$ cat src/rtl/wb_queue.sv
// rtl/wb_queue.sv - write-back queue feeding the one-hot register bank write port
//
// Buffers up to DEPTH pending register writes {addr, data} in a circular
// buffer and retires the oldest one per cycle into the register bank.
//
// Ports:
//   clk         system clock, rising edge
//   rst         asynchronous active-low reset
//   push_valid  producer has a write to enqueue
//   push_ready  queue not full (from current count only)
//   push_addr   destination register index
//   push_data   value to write
//   stall       hold the head entry, no bank write this cycle
//   chosen      one-hot register select of the head entry while popping
//   w_en        bank write strobe
//   w_data      head entry data while popping, else 0
//   pend_addr   register index queried by decode
//   pend_hit    some valid queued entry targets pend_addr
//   count       number of valid entries
//   err         sticky error: overflow, bad address or unknown push fields
module wb_queue #(
    parameter int DEPTH = 4,
    parameter int NREGS = 8,
    parameter int AW    = 3,
    parameter int DW    = 14
) (
    input  logic                       clk,
    input  logic                       rst,
    input  logic                       push_valid,
    output logic                       push_ready,
    input  logic [AW-1:0]              push_addr,
    input  logic [DW-1:0]              push_data,
    input  logic                       stall,
    output logic [NREGS-1:0]           chosen,
    output logic                       w_en,
    output logic [DW-1:0]              w_data,
    input  logic [AW-1:0]              pend_addr,
    output logic                       pend_hit,
    output logic [$clog2(DEPTH+1)-1:0] count,
    output logic                       err
);

    localparam int PW = $clog2(DEPTH);
    localparam int CW = $clog2(DEPTH+1);
    localparam logic [AW:0]   NREGS_LIM = (AW+1)'(NREGS);
    localparam logic [CW-1:0] DEPTH_C   = CW'(DEPTH);

    logic [AW-1:0] mem_addr [DEPTH];
    logic [DW-1:0] mem_data [DEPTH];
    logic [PW-1:0] wr_ptr;
    logic [PW-1:0] rd_ptr;

    logic full;
    logic addr_ok;
    logic push_ok;
    logic pop;
    logic push_unknown;
    logic err_set;

    assign full       = (count == DEPTH_C);
    assign push_ready = ~full;
    assign addr_ok    = ({1'b0, push_addr} < NREGS_LIM);
    assign push_ok    = push_valid & ~full & addr_ok;
    assign pop        = (count != '0) & ~stall;

    // Only meaningful in a four-state simulator; hardware never sees X.
`ifdef SYNTHESIS
    assign push_unknown = 1'b0;
`else
    assign push_unknown = ((^{push_addr, push_data}) === 1'bx);
`endif

    assign err_set = push_valid & (full | ~addr_ok | push_unknown);

    // Bank write port: driven only while an entry is actually retiring.
    assign w_en   = pop;
    assign w_data = pop ? mem_data[rd_ptr] : '0;

    always_comb begin
        chosen = '0;
        if (pop) begin
            chosen[mem_addr[rd_ptr]] = 1'b1;
        end
    end

    // An entry i is valid when its distance from the read pointer (modulo
    // DEPTH) is below count; the head is included even while it pops.
    always_comb begin
        pend_hit = 1'b0;
        for (int i = 0; i < DEPTH; i++) begin
            if (({1'b0, PW'(i) - rd_ptr} < count) && (mem_addr[i] == pend_addr)) begin
                pend_hit = 1'b1;
            end
        end
    end

    always_ff @(posedge clk or negedge rst) begin
        if (!rst) begin
            wr_ptr <= '0;
            rd_ptr <= '0;
            count  <= '0;
            err    <= 1'b0;
            for (int i = 0; i < DEPTH; i++) begin
                mem_addr[i] <= '0;
                mem_data[i] <= '0;
            end
        end else begin
            if (push_ok) begin
                mem_addr[wr_ptr] <= push_addr;
                mem_data[wr_ptr] <= push_data;
                wr_ptr           <= wr_ptr + 1'b1;
            end
            if (pop) begin
                rd_ptr <= rd_ptr + 1'b1;
            end
            case ({push_ok, pop})
                2'b10:   count <= count + 1'b1;
                2'b01:   count <= count - 1'b1;
                default: count <= count;
            endcase
            if (err_set) begin
                err <= 1'b1;
            end
        end
    end

endmodule
$ cat config.mk
export PLATFORM = sky130hd
export DESIGN_NAME = wb_queue
export DESIGN_NICKNAME = d
export VERILOG_FILES = /design/src/rtl/wb_queue.sv
export SDC_FILE = /design/constraint.sdc
export NUM_CORES = 1
export LEC_CHECK = 0
export CAP_MARGIN = 20
export CORE_UTILIZATION = 50
export CTS_BUF_LIST = sky130_fd_sc_hd__clkbuf_8
export DETAILED_ROUTE_END_ITERATION = 10
export GPL_TIMING_DRIVEN = 1
export PLACE_DENSITY = 0.74
export SKIP_LAST_GASP = 1
export SLEW_MARGIN = 0
export SYNTH_ARGS = -nofsm -noshare
export SYNTH_HDL_FRONTEND = slang
export SYNTH_SLANG_ARGS = --single-unit
$ cat constraint.sdc
create_clock -name clk -period 4.7 [get_ports clk]
set_clock_uncertainty 0.1 [all_clocks]
set_input_delay 0.705 -clock clk [delete_from_list [all_inputs] [get_ports clk]]
set_output_delay 0.705 -clock clk [all_outputs]
set_load 0.01 [all_outputs]
==> flow_summary.ini <==
[synthesis]
synthCells = 269
synthArstFlopShare_pct = 100
synth_seq_cells = 76
yosysMostFrequentCell = dfrtp_1
synth_cell_type_count = 30
synth_top_area_share_pct = 48.8
yosysWarningCount = 0
synth_top_area_cell = dfrtp_1
synth_edf_count = 0
syn_nets = 303
ys.flop_type = dfrtp_1
synth_common_cells = dfrtp_1, mux2_2, mux4_2, xor2_1, and2_1
syn-cell-area_mm2 = 0.00390
avgSynthCellArea_um2 = 14.5
synth.area.top_cells = dfrtp_1, mux2_2, mux4_2
ys_seq_area_share_pct = 48.8

[worst_setup_path]
r2r_start = count[0]
end_kind = primary output
cp_slowest_stage_delay_ps = 820
crit_slowest_cell = dfrtp_1
r2r_cells = 9
r2r_end = count[2]
required_ps = 3890
crit_end = chosen[6]
worstSetupPathType = reg2out
r2r_slack_ps = 2230
critPathMaxFanout = 13
cp-start-kind = register
startpoint = rd_ptr[0]
path_cells = mux4_2 > or3_4 > nor2_1 > clkdlybuf4s50_1
critical_path_arrival_ps = 2810

[routing]
drcViolationCount = 0
dr.pass1.iters = 4
wl_per_cell_um = 16.9
drt-initial-drc-count = 68
via_per_inst = 5.45
wirelength_um = 7200
postRouteAntennaNets = 0
vias = 2318

[clocking]
clk_pin_slew_ps = 70
ctsHoldBuffers = 0
htreeDepth = 3
cts_setup_buffers = 0
cts_inserted_buffers = 9
cts_buffer_depth = 2
cts_resized = 0
ctsRootBufferMaster = clkbuf_8
cts.sinks = 76
clk_latency_ps = 350
cts_tree = built

[die]
core-area_mm2 = 0.00741
die_x_um = 90.3
pin_count = 53
die_h_um = 90.3
start_util_pct = 52.6
fp.dieArea_mm2 = 0.00816
num_rows = 31

[global_routing]
grt_usage_pct = 19.6
grt_overflow = 0
grt_start_max_net_pins = 77
grt_pass1_wl_um = 12100
antenna_found_initial = 0
grt_pass1_vias = 2463

[placed_design]
post_dp_cell_area_mm2 = 0.00446
portBuffers = 52
dp_hpwl_um = 4790
place.gp.congestion = 0.808

[power_and_ir_drop]
pwr-share-clk_pct = 12.3
powerDensity_mw_per_mm2 = 706
p_leak_nw = 1.94
switching_share_pct = 33.7
pwr-share-comb_pct = 49.8
peakVddDrop_mv = 0.337
p_int_mw = 2.16
p_switching_mw = 1.09
seqPwrFrac_pct = 37.9

[timing]
max_freq_mhz = 277
period_share_pct = 76.9
setup_viol = 0
drv_slew = 0
min_period_ps = 3610
final.setup.tns_ps = 0
tightest_slew_ps = 953
relSlewSlack_pct = 36.5
rsz0062_at_grt = no
hold_viol = 0

[run]
maxCapViolCount = 0

[finish]
antenna_cells = 0
nets = 358
layout-drive-gt1-share_pct = 33.4
areaGrowthSynthToFinish_pct = 18.0
final_area_mm2 = 0.00460

[status]
status = finished clean

[worst_hold_path]
hold_path.class = reg2reg
[cells by family after synthesis]
kind of cell / after synthesis / synth area share [%]
compound gates: 10 / 1.57
xor+xnor: 19 / 4.27
fa+ha+maj: 10 / 3.40
buf+inv: 21 / 3.79
flops: 76 / 48.8
mux: 85 / 30.0
simple gates: 48 / 8.18
[layer usage]
metal / wire [um] / GRT usage [%] / up-vias
li1: - / - / 1068
met1: 3150 / 24.4 / 1194
met2: 3670 / 33.1 / 50
met3: 284 / 5.22 / 6
met4: 88 / 6.85 / 0
met5: 0 / 0 / -
[how the worst min path moves through the flow]
stage | start | end | slack [ps] | cells after the start
CTS | err | err | 370 | 1
global placement | err | err | 340 | 1
global route | err | err | 410 | 1
finish | err | err | 370 | 1
floorplan | rst | count[0] | 310 | 0
detailed placement | err | err | 360 | 1
[state kept, by name, summed over array words and instances, names as in the netlist]
signal    count
err           1
wr_ptr        2
mem_addr     12
rd_ptr        2
mem_data     56
count         3
[power by group through the flow]
| stage | clock, mW | sequential [mW] | combinational [mW] |
|---|---|---|---|
| 3_5_place_dp | 0 | 1.24 | 1.64 |
| 5_1_grt | 0.436 | 1.28 | 1.77 |
| 2_1_floorplan | 0 | 1.14 | 1.25 |
| 4_1_cts | 0.415 | 1.23 | 1.65 |
| 6_report | 0.401 | 1.23 | 1.62 |
| 3_3_place_gp | 0 | 1.23 | 1.61 |
[critical path, delay by kind of cell (launching register included)]
kind                   cells  cell delay, ps
multiplexers               1             620
flip-flops                 1             820
AND/OR/NAND/NOR            2             490
buffers and inverters      1             540
[placed cells by master (no fill, tap or decap)]
cell              n
a21o_1            1
a21oi_1           4
a22oi_1           2
and2_1           14
buf_4             5
clkbuf_8          9
clkdlybuf4s50_1  51
clkinv_2          2
clkinvlp_4        1
dfrtp_1          76
fa_1              1
ha_1              9
inv_1            10
mux2_2           62
mux2_4            6
mux4_2           17
nand2_1           6
nand2_8           4
nand2b_1          3
nand3_1           1
nor2_1           11
nor2b_2           1
nor3_1            5
nor3b_2           1
o21ai_0           2
o41ai_1           1
or2_1             1
or3_4             1
xnor2_1           4
xor2_1           15
[metrics by stage]
step	total power [mW]	util, %	setup slack, ps	hold WS (ps)	cells
2_1_floorplan	2.39	-	2180	309	269
3_3_place_gp	2.83	60.2	1380	337	412
3_5_place_dp	2.88	60.2	1340	358	412
4_1_cts	3.29	62.1	1030	374	425
5_1_grt	3.48	62.1	927	405	425
6_report	3.25	62.1	1090	369	425
[layout make-up]
type,count,area [um2]
Clock buffer,9,124
Timing Repair Buffer,56,548
Multi-Input combinational cell,172,1850
Inverter,9,33.8
Fill cell,581,2810
Sequential cell,76,1900
Clock inverter,4,21.3
Tap cell,99,124
Note: power is estimated with default switching activity, not from simulation.
